==> src/rtl/ex_pkg.sv <==
`default_nettype none
// ============================================================================
//  Module   : ex_pkg
//  Purpose  : Shared types and constants for the execute-stage controller.
//  Revision : 1.0 - initial release
// ============================================================================
package ex_pkg;

    localparam int OP_W = 3;
    localparam int RA_W = 5;

    // Operand source encoding for the ALU operand muxes
    localparam logic [1:0] FWD_RF = 2'd0;
    localparam logic [1:0] FWD_EX = 2'd1;
    localparam logic [1:0] FWD_WB = 2'd2;

    typedef struct packed {
        logic            valid;
        logic [RA_W-1:0] rd;
        logic            we;
    } stage_t;

endpackage
`default_nettype wire

==> src/rtl/fwd_unit.sv <==
`default_nettype none
// ============================================================================
//  Module   : fwd_unit
//  Purpose  : Operand source select for one ALU operand (rs vs in-flight rd).
//  Revision : 1.0 - initial release
// ============================================================================
module fwd_unit #(
    parameter int RA_W = 5
) (
    input  logic [RA_W-1:0] i_rs,
    input  logic            i_ex_valid,
    input  logic            i_ex_we,
    input  logic [RA_W-1:0] i_ex_rd,
    input  logic            i_wb_valid,
    input  logic            i_wb_we,
    input  logic [RA_W-1:0] i_wb_rd,
    output logic [1:0]      o_sel
);
    import ex_pkg::*;

    // EX is younger than WB, so it wins when both match; x0 is hardwired zero
    always_comb begin
        o_sel = FWD_RF;
        if (i_rs == '0)
            o_sel = FWD_RF;
        else if (i_ex_valid && i_ex_we && (i_ex_rd == i_rs))
            o_sel = FWD_EX;
        else if (i_wb_valid && i_wb_we && (i_wb_rd == i_rs))
            o_sel = FWD_WB;
    end

endmodule
`default_nettype wire

==> src/rtl/ex_stage_ctrl.sv <==
`default_nettype none
// ============================================================================
//  Module   : ex_stage_ctrl
//  Purpose  : Execute-stage issue/sequencing control: EX/WB occupancy,
//             forwarding selects, decode back-pressure, flush, stall count.
//  Revision : 1.0 - initial release
// ============================================================================
module ex_stage_ctrl #(
    parameter int OP_W  = ex_pkg::OP_W,
    parameter int RA_W  = ex_pkg::RA_W,
    parameter int CNT_W = 16
) (
    input  logic             clk,
    input  logic             rst,
    input  logic             dec_valid,
    output logic             dec_ready,
    input  logic [OP_W-1:0]  dec_alu_op,
    input  logic [RA_W-1:0]  dec_rs1,
    input  logic [RA_W-1:0]  dec_rs2,
    input  logic [RA_W-1:0]  dec_rd,
    input  logic             dec_we,
    input  logic             flush,
    input  logic             wb_ack,
    output logic             ex_load,
    output logic             ex_valid,
    output logic [OP_W-1:0]  ex_alu_op,
    output logic [RA_W-1:0]  ex_rd,
    output logic             ex_we,
    output logic [1:0]       fwd_sel1,
    output logic [1:0]       fwd_sel2,
    output logic             wb_valid,
    output logic [RA_W-1:0]  wb_rd,
    output logic             wb_we,
    output logic [CNT_W-1:0] stall_cnt
);
    import ex_pkg::*;

    stage_t           r_ex;
    stage_t           r_wb;
    logic [OP_W-1:0]  r_ex_op;
    logic [1:0]       r_fwd1;
    logic [1:0]       r_fwd2;
    logic [CNT_W-1:0] r_stall_cnt;

    logic       w_wb_free;
    logic       w_ex_adv;
    logic       w_ready;
    logic       w_load;
    logic       w_move;
    logic [1:0] w_sel1;
    logic [1:0] w_sel2;

    assign w_wb_free = !r_wb.valid || wb_ack;
    assign w_ex_adv  = r_ex.valid && w_wb_free;
    // Ready is forced low during reset so no output toggles while rst is held
    assign w_ready   = !rst && !flush && (!r_ex.valid || w_ex_adv);
    assign w_load    = dec_valid && w_ready;
    assign w_move    = w_ex_adv && !flush;

    fwd_unit #(.RA_W(RA_W)) u_fwd1 (
        .i_rs       (dec_rs1),
        .i_ex_valid (r_ex.valid),
        .i_ex_we    (r_ex.we),
        .i_ex_rd    (r_ex.rd),
        .i_wb_valid (r_wb.valid),
        .i_wb_we    (r_wb.we),
        .i_wb_rd    (r_wb.rd),
        .o_sel      (w_sel1)
    );

    fwd_unit #(.RA_W(RA_W)) u_fwd2 (
        .i_rs       (dec_rs2),
        .i_ex_valid (r_ex.valid),
        .i_ex_we    (r_ex.we),
        .i_ex_rd    (r_ex.rd),
        .i_wb_valid (r_wb.valid),
        .i_wb_we    (r_wb.we),
        .i_wb_rd    (r_wb.rd),
        .o_sel      (w_sel2)
    );

    always_ff @(posedge clk) begin
        if (rst) begin
            r_ex        <= '0;
            r_wb        <= '0;
            r_ex_op     <= '0;
            r_fwd1      <= FWD_RF;
            r_fwd2      <= FWD_RF;
            r_stall_cnt <= '0;
        end else begin
            if (w_load) begin
                r_ex    <= '{valid: 1'b1, rd: dec_rd, we: dec_we};
                r_ex_op <= dec_alu_op;
                r_fwd1  <= w_sel1;
                r_fwd2  <= w_sel2;
            end else if (flush || w_ex_adv) begin
                r_ex.valid <= 1'b0;
                r_ex.we    <= 1'b0;
            end

            // A flushed EX entry never moves, so its write cannot reach WB
            if (w_move) begin
                r_wb <= r_ex;
            end else if (wb_ack) begin
                r_wb.valid <= 1'b0;
                r_wb.we    <= 1'b0;
            end

            if (dec_valid && !w_ready && (r_stall_cnt != {CNT_W{1'b1}}))
                r_stall_cnt <= r_stall_cnt + 1'b1;
        end
    end

    assign dec_ready = w_ready;
    assign ex_load   = w_load;
    assign ex_valid  = r_ex.valid;
    assign ex_alu_op = r_ex_op;
    assign ex_rd     = r_ex.rd;
    assign ex_we     = r_ex.we;
    assign fwd_sel1  = r_fwd1;
    assign fwd_sel2  = r_fwd2;
    assign wb_valid  = r_wb.valid;
    assign wb_rd     = r_wb.rd;
    assign wb_we     = r_wb.we;
    assign stall_cnt = r_stall_cnt;

endmodule
`default_nettype wire
==> config.mk <==
export PLATFORM = sky130hd
export DESIGN_NAME = ex_stage_ctrl
export DESIGN_NICKNAME = d
export VERILOG_FILES = /design/src/rtl/ex_pkg.sv /design/src/rtl/fwd_unit.sv /design/src/rtl/ex_stage_ctrl.sv
export SDC_FILE = /design/constraint.sdc
export NUM_CORES = 1
export LEC_CHECK = 0
export ABC_AREA = 1
export BUFFER_PORTS_ARGS = -buffer_cell sky130_fd_sc_hd__buf_2
export CAP_MARGIN = 5
export CORE_UTILIZATION = 55
export CTS_CLUSTER_DIAMETER = 120
export DETAILED_ROUTE_END_ITERATION = 8
export PLACE_DENSITY = 0.84
export SYNTH_ARGS = -nofsm -noshare
export SYNTH_HDL_FRONTEND = slang
export SYNTH_SLANG_ARGS = --single-unit
==> constraint.sdc <==
create_clock -name clk -period 3.9 [get_ports clk]
set_clock_uncertainty 0.1 [all_clocks]
set_input_delay 0.39 -clock clk [delete_from_list [all_inputs] [get_ports clk]]
set_output_delay 0.39 -clock clk [all_outputs]
set_load 0.02 [all_outputs]
* Word-level counts from Yosys, hierarchy flattened
Cells that the tools add are included.
** Storage, ports and cells
- Register bits after elaboration :: 37
- Word-level logic and storage cells :: 53
- Input bits :: 24
** Operators by class
- Multiplexer cells :: 12
- Eq/ne operators :: 5
- $add $sub $neg :: 1
- Reductions and logical operators :: 25
** Operators by type and width (number)
- 5-bit equality test :: 4
- 16-bit by 1-bit adder with 16-bit output (second input constant) :: 1
- 16-bit != test (second input constant) :: 1
- 1-bit logical AND :: 13
- 2-bit two-way mux :: 6
- 5-bit zero test :: 2
- 1-bit two-way mux :: 6
- 1-bit zero test :: 5
- 2-bit nonzero test :: 2
- 1-bit logical OR :: 3

* Longest topological paths before layout
Gate-level depths: netlist (run 1).
- Depth in word-level cells :: 8
- Mapped depth :: 10
- Gate-level depth less buffers :: 9

* By module
From an unflattened synthesis (run 1), not the netlist that was laid out.
** Second synthesis, totals
- Cell total of the unflattened synthesis :: 376
- Area total of the unflattened synthesis :: 2235.9 µm²
** By module, submodules not included
- ex_stage_ctrl :: instances 1, area an instance 1755.4 µm², cells an instance 256, sequential area each 740.7 µm²
- fwd_unit :: instances 2, area an instance 240.2 µm², cells an instance 60, sequential area each 0.0 µm²

* Worst setup path after synthesis (run 1)
Ideal clock, no wire load.
- Path kind :: register -> register
- From :: reg r_stall_cnt[0], in the netlist stall_cnt[0]
- To :: reg r_stall_cnt[3], in the netlist stall_cnt[3]
- Data arrival time :: 1581 ps
- Required time :: 3661 ps
- Clock period less this slack :: 1820 ps
- Setup slack :: 2080 ps
- Cell stages (with the launch flop) :: 10
- Library setup time :: 139 ps
- Cell sequence :: dfxtp_1 > ha_1 > nand3_1 > nor2_2 > nand2_2 > nand2_4 > inv_2 > buf_6 > nand2_1 > a21oi_2
** On the way
- Longest elaborated chain between the ends :: 2
** Ends and longest elaborated chain
- start, declared :: RTL line ex_stage_ctrl.sv:43 : logic [CNT_W-1:0] r_stall_cnt;
- start signal, assigned :: RTL line ex_stage_ctrl.sv:110 : r_stall_cnt <= r_stall_cnt + 1'b1;
- parallel branches: the longest is 2 deep, another holds 16-bit by 1-bit adder with 16-bit output
Several ways; the timed one is not identified.
A chain may end at the register's enable or synchronous reset.

* Worst setup path in the final report (run 1)
- From :: reg r_stall_cnt[0], in the netlist stall_cnt[0]
- To :: reg r_stall_cnt[11], in the netlist stall_cnt[11]
The elaborated chain is that of the path after synthesis.

==> out/qor.tcl, run 1 <==
set qor(globalRoute.totalOverflow) 0
set qor(holdPathEnd) {ex_alu_op[0]}
set qor(post_cts_resized) 0
set qor(clock_tree.buffer_depth) 2
set qor(antenna_cells) 0
set qor(synth_edf_count) 0
set qor(synth.avg_cell_area_um2) 6.362
set qor(hold_ws_ns) 0.2118
set qor(clock_sink_count) 37
set qor(max-vdd-ir-drop_mv) 0.2131
set qor(synth_seq_area_share) 0.3404
set qor(grt.total_usage) 0.2738
set qor(gpl.final_weighted_congestion) 0.8819
set qor(finish.utilization) 0.7084
set qor(die_y_um) 64.90
set qor(ys_top_cells_by_count) {nand2_1 (104), nor2_1 (45), inv_1 (41)}
set qor(drt_pre_antenna_iters) 4
set qor(drv_slew) 0
set qor(synth.top_cell.area_share) 0.3404
set qor(regToRegSetupSlack_ns) 1.99
set qor(number_of_antenna_violations_at_the_first_check_in_global_routing) 0
set qor(die_width_um) 64.90
set qor(timing.critical_path.cells) {ha_1 > nand3_1 > nor2_2 > nand2_2 > nand2_4 > inv_2 > nand2_1 > a21oi_2}
set qor(hold_path_class) {input pin to flip-flop}
set qor(post_synth_inst_count) 342
set qor(slowest_stage) {dfxtp_1}
set qor(synth_area_leaders) {dfxtp_1 (34%), nand2_1 (18%), nor2_1 (7.8%)}
set qor(synth-seq-cells) 37
set qor(worst_setup_start_kind) {flip-flop}
set qor(postCtsSetupBuffers) 0
set qor(fin_crit_ns) 1.905
set qor(crit_arrival_ns) 1.98
set qor(setup_tns_ns) 0
set qor(synth_area_leader_cell) {dfxtp_1}
set qor(layout-drive-gt1-share) 0.2351
set qor(detail_route.drc_violations) 0
set qor(design.final.nets) 428
set qor(clock_tree.root_cell) {clkbuf_8}
set qor(areaGrowthSynthToFinish_pct) 20.99
set qor(worst_skew_pair.late_latency_ns) 0.29
set qor(number_of_buffers_added_by_the_clock_tree_synthesis_step) 5
set qor(final_hold_viol_count) 0
set qor(worst_setup_hold_path_clk_slew_ns) 0.08
set qor(slew-limit-headroom) 0.5294
set qor(io_pins) 63
set qor(most_instantiated_library_cell_after_synthesis) {nand2_1}
set qor(detail_route.iter0.violations) 246
set qor(maxCapViolCount) 0
set qor(min_delay_path_depth) 3
set qor(setup.worst_path.class) {flip-flop to flip-flop}
set qor(yosysUniqueCellTypes) 28
set qor(route.antenna.remaining_nets) 0
set qor(tritoncts) {built}
set qor(timing.final.setup_violations) 0
set qor(critical_path.max_stage_delay_ns) 0.47
set qor(leakagePower_nw) 1.237
set qor(rows) 22
set qor(io_buffer_count) 62
set qor(hold_path_startpoint) {dec_alu_op[0]}
set qor(status) {finished, final reports clean}
set qor(synthesis.area_um2) 2176
set qor(worstReg2RegEnd) {stall_cnt[11]}
set qor(worstPathRequired_ns) 3.97
set qor(synth-async-reset-ratio) 0
set qor(design.die.area_um2) 4211
set qor(yosys_warning_count) 0
set qor(detail_route.vias_per_cell) 5.232
set qor(grt_start_max_net_pins) 23
set qor(worst_slew_pin_slew_ns) 0.7032
set qor(place_hpwl_mm) 3.856
set qor(setup_slack_ns) 1.995
set qor(first_global_vias) 2117
set qor(rr_startpoint) {stall_cnt[0]}
set qor(route.detailed.wl_per_inst_um) 11.86
set qor(syn-num-nets) 367
set qor(fillerInstances) 344
set qor(cts_hold_buffers) 0
set qor(floorplan.initialDensity) 0.5855
set qor(end_kind) {flip-flop}
set qor(dp_cells) 444
set qor(max_freq_mhz) 524.8
set qor(power-per-cell-area_nw_per_um2) 345.3
set qor(synthFlopType) {dfxtp_1}
set qor(wire_length_of_the_first_global_routing_pass_mm) 8.990
set qor(period_share) 0.4885
set qor(dpl_worst_slack_ns) 2.026
set qor(core-area_um2) 3716
set qor(setup_repair_after_global_routing_missed_its_margin) {false}
set qor(clock_tree.htree_level_count) 2
set qor(layout.cells.non_filler) 452
set qor(vias) 2365
set qor(reg2reg_depth) 8
set qor(path_max_fanout) 14
set qor(final_routed_wirelength_across_all_metal_layers_mm) 5.361
layer usage:
metal	global-route usage	wire [um]	vias to the layer above
met1	0.3128	2283	1064
met5	0	0	-
met4	0.09722	87	0
met2	0.4896	2631	96
li1	-	-	1194
met3	0.06514	358	11
layout by cell type, fill, tap and decap left out, drive strengths merged:
cell type	Yosys	routed
nand2	107	107
buf	5	62
nor2	49	49
inv	47	48
dfxtp	37	37
o21ai	28	28
a21oi	27	27
nand3	15	15
nand4	9	9
xor2	6	6
clkbuf	3	5
xnor2	3	3
nand3b	2	2
bufinv	0	2
a21boi	1	1
a22oi	1	1
o21a	1	1
ha	1	1
flip-flops by register name, summed over array words and instances (netlist names):
name / cells
wb_valid: 1
fwd_sel1: 2
ex_valid: 1
stall_cnt: 16
wb_we: 1
ex_rd: 5
fwd_sel2: 2
wb_rd: 5
ex_we: 1
ex_alu_op: 3
cells by family (layout without fill, tap and decap cells):
kind of cell / count (synthesis) / after routing / synth area share
and+or+nand+nor: 182 / 182 / 0.3536
buffers and inverters: 55 / 117 / 0.1047
DFF: 37 / 37 / 0.3404
xor gates and xnor gates: 9 / 9 / 0.03623
adders and majority gates: 1 / 1 / 0.005750
AOI/OAI and AO/OA: 58 / 58 / 0.1593
critical path: cells and delay by family (launching register included):
family / cells / cell delay [ns]
simple gates: 5 / 0.71
fa+ha+maj: 1 / 0.31
buf+inv: 1 / 0.14
flops: 1 / 0.47
compound gates: 1 / 0.05
worst max-delay path by stage:
| stage | slack [ns] | to | from |
|---|---|---|---|
| CTS | 2.01 | stall_cnt[2] | stall_cnt[0] |
| global route | 1.84 | stall_cnt[15] | stall_cnt[0] |
| detailed placement | 2.03 | stall_cnt[11] | stall_cnt[0] |
| finish | 1.99 | stall_cnt[11] | stall_cnt[0] |
| global placement | 2.07 | ex_load | rst |
| floorplan | 2.08 | stall_cnt[3] | stall_cnt[0] |
through the flow:
step / total power, mW / instance area [um2]
global placement: 0.5082 / 2495
detailed placement: 0.5108 / 2495
finish: 0.9091 / 2633
floorplan: 0.4756 / 2176
CTS: 0.9101 / 2633
global route: 0.9463 / 2633
area by class of cell:
cell class,count,area (um2),area share
repair buffers,62,310.3,0.1179
inverters,47,176.4,0.06702
clock inverters,3,68.82,0.02614
clock buffers,5,68.82,0.02614
multi-input cells,250,1207,0.4587
flip-flops and latches,37,740.7,0.2814
well taps,48,60.06,0.02281
report_power, final:
| group | switching (mW) | internal [mW] |
|---|---|---|
| combinational | 0.0704 | 0.0354 |
| clock | 0.148 | 0.257 |
| sequential | 0.0107 | 0.388 |
Note: power is estimated with default switching activity, not from simulation.
==> run 2, diff against run 1 <==
--- a/config.mk
+++ b/config.mk
@@ -8,10 +8,10 @@
 export ABC_AREA = 1
 export BUFFER_PORTS_ARGS = -buffer_cell sky130_fd_sc_hd__buf_2
 export CAP_MARGIN = 5
-export CORE_UTILIZATION = 55
+export CORE_UTILIZATION = 47
 export CTS_CLUSTER_DIAMETER = 120
 export DETAILED_ROUTE_END_ITERATION = 8
-export PLACE_DENSITY = 0.84
+export PLACE_DENSITY = 0.76
 export SYNTH_ARGS = -nofsm -noshare
 export SYNTH_HDL_FRONTEND = slang
 export SYNTH_SLANG_ARGS = --single-unit
==> constraint.sdc (replaced) <==
create_clock -name clk -period 1.75 [get_ports clk]
set_clock_uncertainty 0.1 [all_clocks]
set_input_delay 0.175 -clock clk [delete_from_list [all_inputs] [get_ports clk]]
set_output_delay 0.175 -clock clk [all_outputs]
set_load 0.02 [all_outputs]
==> out/qor.tcl, run 2 (synthesized netlist as in run 1, its figures left out) <==
set qor(status) {finished, final reports clean}
set qor(detail_route.iter0.violations) 95 ;# -61%
set qor(min_delay_path_depth) 3 ;# unchanged
set qor(vias) 2328 ;# -1.6%
set qor(globalRoute.totalOverflow) 0 ;# unchanged
set qor(clock_tree.buffer_depth) 2 ;# unchanged
set qor(drv_slew) 0 ;# unchanged
set qor(place_hpwl_mm) 4.099 ;# +6.3%
set qor(setup_tns_ns) 0 ;# unchanged
set qor(worst_slew_pin_slew_ns) 0.3621 ;# -0.3412 ns
set qor(grt_start_max_net_pins) 19 ;# -17%
set qor(worst_setup_hold_path_clk_slew_ns) 0.08 ;# about the same
set qor(max-vdd-ir-drop_mv) 0.3369 ;# +58%
set qor(detail_route.vias_per_cell) 4.985 ;# -4.7%
set qor(critical_path.max_stage_delay_ns) 0.37 ;# -0.10 ns
set qor(io_pins) 63 ;# unchanged
set qor(period_share) 0.9223
set qor(global_route.usage.met3) 0.04906 ;# -0.01608
set qor(die_y_um) 70.04 ;# +7.9%
set qor(gr-usage-met2) 0.3868 ;# -0.1028
set qor(clock_sink_count) 37 ;# unchanged
set qor(worstReg2RegEnd) {stall_cnt[4]}
set qor(route.detailed.wl_per_inst_um) 11.43 ;# -3.6%
set qor(detail_route.drc_violations) 0 ;# unchanged
set qor(slowest_stage) {dfxtp_1}
set qor(areaGrowthSynthToFinish_pct) 24.61
set qor(final_hold_viol_count) 0 ;# unchanged
set qor(number_of_buffers_added_by_the_clock_tree_synthesis_step) 5 ;# unchanged
set qor(design.die.area_um2) 4906 ;# +16%
set qor(final_routed_wirelength_across_all_metal_layers_mm) 5.338 ;# -0.43%
set qor(postCtsSetupBuffers) 0 ;# unchanged
set qor(cts_hold_buffers) 0 ;# unchanged
set qor(top_library_cells_by_usage_in_the_layout_fill_and_taps_aside) {nand2_1 (104), buf_2 (62), nor2_1 (45)}
set qor(io_buffer_count) 62 ;# unchanged
set qor(drt_pre_antenna_iters) 4 ;# unchanged
set qor(max_freq_mhz) 619.5
set qor(fin_crit_ns) 1.614
set qor(reg2reg_depth) 8 ;# unchanged
set qor(setup_repair_after_global_routing_missed_its_margin) {false}
set qor(number_of_antenna_violations_at_the_first_check_in_global_routing) 0 ;# unchanged
set qor(setup.worst_path.class) {flip-flop to output pin}
set qor(design.final.nets) 439 ;# +2.6%
set qor(tritoncts) {built}
set qor(wire_length_of_the_first_global_routing_pass_mm) 8.921 ;# -0.77%
set qor(slew-limit-headroom) 0.7583 ;# +0.2289
set qor(global_route.peak_usage_layer) {met2}
set qor(worst_skew_pair.late_latency_ns) 0.29 ;# about the same
set qor(largest_register_ff_count) 16 ;# unchanged
set qor(holdPathEnd) {ex_alu_op[1]}
set qor(layout-drive-gt1-share) 0.2602 ;# +0.02509
set qor(dpl_worst_slack_ns) 0.09276 ;# -1.933 ns
set qor(rows) 24 ;# +9.1%
set qor(grt.met1_usage) 0.2828 ;# -0.03001
set qor(startpoint) {wb_valid}
set qor(leading_cell_type_in_the_layout_fill_and_taps_excluded) {nand2_1}
set qor(end_kind) {output pin}
set qor(crit_arrival_ns) 1.34 ;# -0.64 ns
set qor(die_width_um) 70.04 ;# +7.9%
set qor(first_global_vias) 2033 ;# -4.0%
set qor(worstPathRequired_ns) 1.47 ;# -2.50 ns
set qor(gpl.final_weighted_congestion) 0.9408 ;# +6.7%
set qor(clock_tree.root_cell) {clkbuf_8}
set qor(maxCapViolCount) 0 ;# unchanged
set qor(power-per-cell-area_nw_per_um2) 689.8 ;# +100%
set qor(clock_tree.htree_level_count) 2 ;# unchanged
set qor(core-area_um2) 4414 ;# +19%
set qor(regToRegSetupSlack_ns) 0.14 ;# -1.86 ns
set qor(floorplan.initialDensity) 0.4929 ;# -0.09261
set qor(post_cts_resized) 0 ;# unchanged
set qor(rr_startpoint) {stall_cnt[0]}
set qor(grt.total_usage) 0.2260 ;# -0.04776
set qor(route.antenna.remaining_nets) 0 ;# unchanged
set qor(antenna_cells) 0 ;# unchanged
set qor(path_max_fanout) 9 ;# -5
set qor(timing.critical_path.cells) {nand3_2 > nand2_1 > nor2_4 > buf_2}
set qor(timing.final.setup_violations) 0 ;# unchanged
set qor(hold_path_class) {input pin to flip-flop}
set qor(worst_setup_start_kind) {flip-flop}
set qor(leakagePower_nw) 1.284 ;# +3.8%
set qor(setup_slack_ns) 0.1359 ;# -1.859 ns
set qor(hold_path_startpoint) {dec_alu_op[1]}
run 2: layout make-up:
cell class / count / area, um2
clock inverter: 3 / 46.29
clock buffer: 5 / 68.82
timing repair buffer: 73 / 392.9
sequential: 37 / 745.7
inverter: 47 / 176.4
multi-input combinational: 250 / 1216
fill: 426 / 1703
tap: 52 / 65.06
run 2: per-stage QoR:
stage / power [mW] / instances / hold slack [ns] / instance area [um2] / utilization
detailed placement: 1.144 / 459 / 0.3082 / 2584 / 0.5853
CTS: 1.887 / 467 / 0.0003223 / 2699 / 0.6114
global route: 1.957 / 467 / 0.01203 / 2711 / 0.6142
finish: 1.870 / 467 / 0.009324 / 2711 / 0.6142
floorplan: 1.060 / 342 / 0.2099 / 2177 / -
global placement: 1.139 / 459 / 0.2996 / 2584 / 0.5853
run 2: how the worst max path moves through the flow:
stage | to | slack, ns | cells after the start
detailed placement | stall_cnt[4] | 0.09 | 8
finish | ex_load | 0.14 | 4
global route | stall_cnt[14] | 0.01 | 8
floorplan | stall_cnt[3] | 0.005 | 9
global placement | stall_cnt[1] | 0.14 | 8
CTS | stall_cnt[1] | 0.08 | 8
run 2: worst max-delay path: cells and delay by family (launching register included):
| family | cells | cell delay, ns |
|---|---|---|
| AND/OR/NAND/NOR | 3 | 0.47 |
| flip-flops | 1 | 0.37 |
| buffers and inverters | 1 | 0.21 |
run 2: routing by layer:
metal / up-vias / routed length [um]
met3: 4 / 276
li1: 1218 / -
met2: 66 / 2541
met1: 1040 / 2462
met5: - / 0
met4: 0 / 57
run 2: power breakdown:
part	internal, mW	leakage, nW	switching, mW
logic	0.0849	0.929	0.156
registers	0.864	0.301	0.0227
clock network	0.426	0.0543	0.316
total	1.38	1.28	0.495
==> run 3, diff against run 2 <==
--- a/config.mk
+++ b/config.mk
@@ -6,12 +6,14 @@
 export NUM_CORES = 1
 export LEC_CHECK = 0
 export ABC_AREA = 1
-export BUFFER_PORTS_ARGS = -buffer_cell sky130_fd_sc_hd__buf_2
 export CAP_MARGIN = 5
-export CORE_UTILIZATION = 47
+export CELL_PAD_IN_SITES_DETAIL_PLACEMENT = 1
+export CELL_PAD_IN_SITES_GLOBAL_PLACEMENT = 1
+export CORE_UTILIZATION = 39
 export CTS_CLUSTER_DIAMETER = 120
 export DETAILED_ROUTE_END_ITERATION = 8
-export PLACE_DENSITY = 0.76
+export DONT_BUFFER_PORTS = 1
+export PLACE_DENSITY_LB_ADDON = 0.1
 export SYNTH_ARGS = -nofsm -noshare
 export SYNTH_HDL_FRONTEND = slang
 export SYNTH_SLANG_ARGS = --single-unit
==> out/qor.tcl, run 3 (synthesized netlist as in run 1, its figures left out) <==
set qor(status) {finished, violations left}
set qor(violations) {negative hold slack}
set qor(place_hpwl_mm) 4.965 ;# +21%
set qor(detail_route.vias_per_cell) 4.967 ;# -0.37%
set qor(worstPathRequired_ns) 1.47 ;# about the same
set qor(antenna_cells) 0 ;# unchanged
set qor(hold_path_startpoint) {rst}
set qor(critical-path-top-delay-family) {buffers and inverters}
set qor(vias) 2235 ;# -4.0%
set qor(areaGrowthSynthToFinish_pct) 21.79
set qor(slew-limit-headroom) 0.4677 ;# -0.2907
set qor(worstReg2RegEnd) {stall_cnt[2]}
set qor(largest_register_ff_count) 16 ;# unchanged
set qor(hold_path_class) {input pin to flip-flop}
set qor(path_max_fanout) 8 ;# -1
set qor(timing.final.setup_violations) 0 ;# unchanged
set qor(p_switching_mw) 0.4931 ;# -0.35%
set qor(max-vdd-ir-drop_mv) 0.2970 ;# -12%
set qor(wire_length_of_the_first_global_routing_pass_mm) 11.14 ;# +25%
set qor(end_kind) {output pin}
set qor(placement.cell_area_um2) 2424 ;# -6.2%
set qor(gpl.final_weighted_congestion) 0.7937 ;# -16%
set qor(io_pins) 63 ;# unchanged
set qor(worst_skew_pair.late_latency_ns) 0.29 ;# about the same
set qor(clock_tree.root_cell) {clkbuf_8}
set qor(detail_route.drc_violations) 0 ;# unchanged
set qor(final_hold_viol_count) 1 ;# +1
set qor(drt_pre_antenna_iters) 4 ;# unchanged
set qor(max_freq_mhz) 596.0 ;# -3.8%
set qor(fin_crit_ns) 1.678 ;# +0.06389 ns
set qor(maxCapViolCount) 0 ;# unchanged
set qor(worst_path_bufs_invs) 2 ;# +1
set qor(combinational_power_share) 0.113 ;# -0.016
set qor(sequentialPowerShare) 0.485 ;# +0.011
set qor(io_buffer_count) 0 ;# -100%
set qor(finish.utilization) 0.5060 ;# -0.1083
set qor(clock_tree.buffer_depth) 2 ;# unchanged
set qor(globalRoute.totalOverflow) 0 ;# unchanged
set qor(reg2reg_depth) 8 ;# unchanged
set qor(clock_tree.htree_level_count) 2 ;# unchanged
set qor(leading_cell_type_in_the_layout_fill_and_taps_excluded) {nand2_1}
set qor(layout-drive-gt1-share) 0.1632 ;# -0.09708
set qor(core-area_um2) 5238 ;# +19%
set qor(detail_route.iter0.violations) 48 ;# -49%
set qor(drv_slew) 0 ;# unchanged
set qor(share_clk_of_total_power) 0.402 ;# +0.005
set qor(die_width_um) 76.70 ;# +9.5%
set qor(worst_setup_start_kind) {input pin}
set qor(postCtsSetupBuffers) 0 ;# unchanged
set qor(cpMostUsedCell) {nor2_4}
set qor(post-route-cell-area_um2) 2650 ;# -2.3%
set qor(grt.total_usage) 0.2414 ;# +0.01539
set qor(number_of_buffers_added_by_the_clock_tree_synthesis_step) 5 ;# unchanged
set qor(worst_slew_pin_slew_ns) 0.7959 ;# +0.4338 ns
set qor(route.antenna.remaining_nets) 0 ;# unchanged
set qor(top_library_cells_by_usage_in_the_layout_fill_and_taps_aside) {nand2_1 (104), nor2_1 (45), inv_1 (41)}
set qor(leakagePower_nw) 1.125 ;# -12%
set qor(grt_start_max_net_pins) 19 ;# unchanged
set qor(cell_internal_pwr_mw) 1.370 ;# -0.41%
set qor(timing.critical_path.cells) {dlygate4sd3_1 > nor2_4 > nand2_1 > nor2_4 > buf_4}
set qor(design.final.nets) 404 ;# -8.0%
set qor(die_y_um) 76.70 ;# +9.5%
set qor(min_delay_path_depth) 3 ;# unchanged
set qor(period_share) 0.9588 ;# +0.03651
set qor(worst_setup_hold_path_clk_slew_ns) 0.08 ;# about the same
set qor(switching_share) 0.2647 ;# about the same
set qor(hold_ws_ns) -0.001438 ;# -0.01076 ns
set qor(rows) 26 ;# +8.3%
set qor(regToRegSetupSlack_ns) 0.13 ;# about the same
set qor(critical_path.max_stage_delay_ns) 0.59 ;# +0.22 ns
set qor(slowest_stage) {dlygate4sd3_1}
set qor(tritoncts) {built}
set qor(setup.worst_path.class) {input pin to output pin}
set qor(floorplan.initialDensity) 0.4154 ;# -0.07748
set qor(route.detailed.wl_per_inst_um) 14.70 ;# +29%
set qor(first_global_vias) 2364 ;# +16%
set qor(rr_startpoint) {stall_cnt[0]}
set qor(number_of_antenna_violations_at_the_first_check_in_global_routing) 0 ;# unchanged
set qor(startpoint) {flush}
set qor(holdPathEnd) {stall_cnt[13]}
set qor(power-per-cell-area_nw_per_um2) 703.0 ;# +1.9%
set qor(fillerInstances) 738 ;# +73%
set qor(clock_sink_count) 37 ;# unchanged
set qor(crit_arrival_ns) 1.40 ;# +0.06 ns
set qor(design.die.area_um2) 5882 ;# +20%
set qor(final_routed_wirelength_across_all_metal_layers_mm) 6.614 ;# +24%
run 3: cell count changes in the layout (fill, tap and decap cells not counted), sizes merged:
cell and delta:
buf -45, clkbuf +1, clkinvlp -1, dlygate4sd3 +10
run 3: power by group through the flow:
stage          registers (mW)  clock network (mW)  logic (mW)
3_5_place_dp            0.923                   0       0.181
5_1_grt                 0.907               0.794       0.237
3_3_place_gp            0.922                   0       0.177
4_1_cts                 0.903               0.769       0.208
2_1_floorplan           0.931                   0       0.130
6_report                0.903               0.749       0.211
run 3: how the worst max path moves through the flow:
stage / end / depth (start not counted)
2_1_floorplan: stall_cnt[3] / 9
3_3_place_gp: stall_cnt[0] / 8
3_5_place_dp: stall_cnt[1] / 8
4_1_cts: stall_cnt[2] / 8
5_1_grt: stall_cnt[2] / 8
6_report: ex_load / 5
run 3: area by class of cell:
type	instances	area (um2)	share of cell area
Multi-Input combinational cell	250	1221	0.4608
Sequential cell	37	743.2	0.2805
Timing Repair Buffer	38	310.3	0.1171
Inverter	47	176.4	0.06657
Tap cell	70	87.58	0.03305
Clock buffer	6	72.57	0.02738
Clock inverter	2	38.79	0.01464
run 3: metal layers:
| metal | GRT usage | part of all wire | routed length (um) | vias up |
|---|---|---|---|---|
| met5 | 0 | 0 | 0 | - |
| met4 | 0.07115 | 0.011 | 73 | 0 |
| met3 | 0.06786 | 0.054 | 355 | 5 |
| met2 | 0.4518 | 0.52 | 3465 | 45 |
| met1 | 0.2599 | 0.41 | 2720 | 1043 |
| li1 | - | - | - | 1142 |
run 3: timing repair:
| action | 4_1_cts | 5_1_grt |
|---|---|---|
| resized for setup | 0 | 3 |
| hold endpoints to repair | 23 | 0 |
| hold buffers | 10 | 0 |
| setup endpoints to repair | 0 | 17 |
run 3: worst reg2reg max path: cells and delay by family, from the launching register on:
family                   cells  cell delay (ns)
buffers and inverters        1             0.21
AO/OA/AOI/OAI                1             0.13
AND/OR/NAND/NOR              5             0.57
adder cells (fa/ha/maj)      1             0.21
flip-flops                   1             0.33
run 3: through the flow:
stage	cells	setup TNS, ns	power (mW)	hold WS, ns	setup slack [ns]
floorplan	342	0	1.060	0.2099	0.004613
global placement	432	0	1.098	0.1403	0.1885
detailed placement	432	0	1.104	0.1413	0.1438
CTS	450	0	1.880	0.003329	0.08072
global route	450	-0.005237	1.938	0.02666	-0.005237
finish	450	0	1.863	-0.001438	0.07203
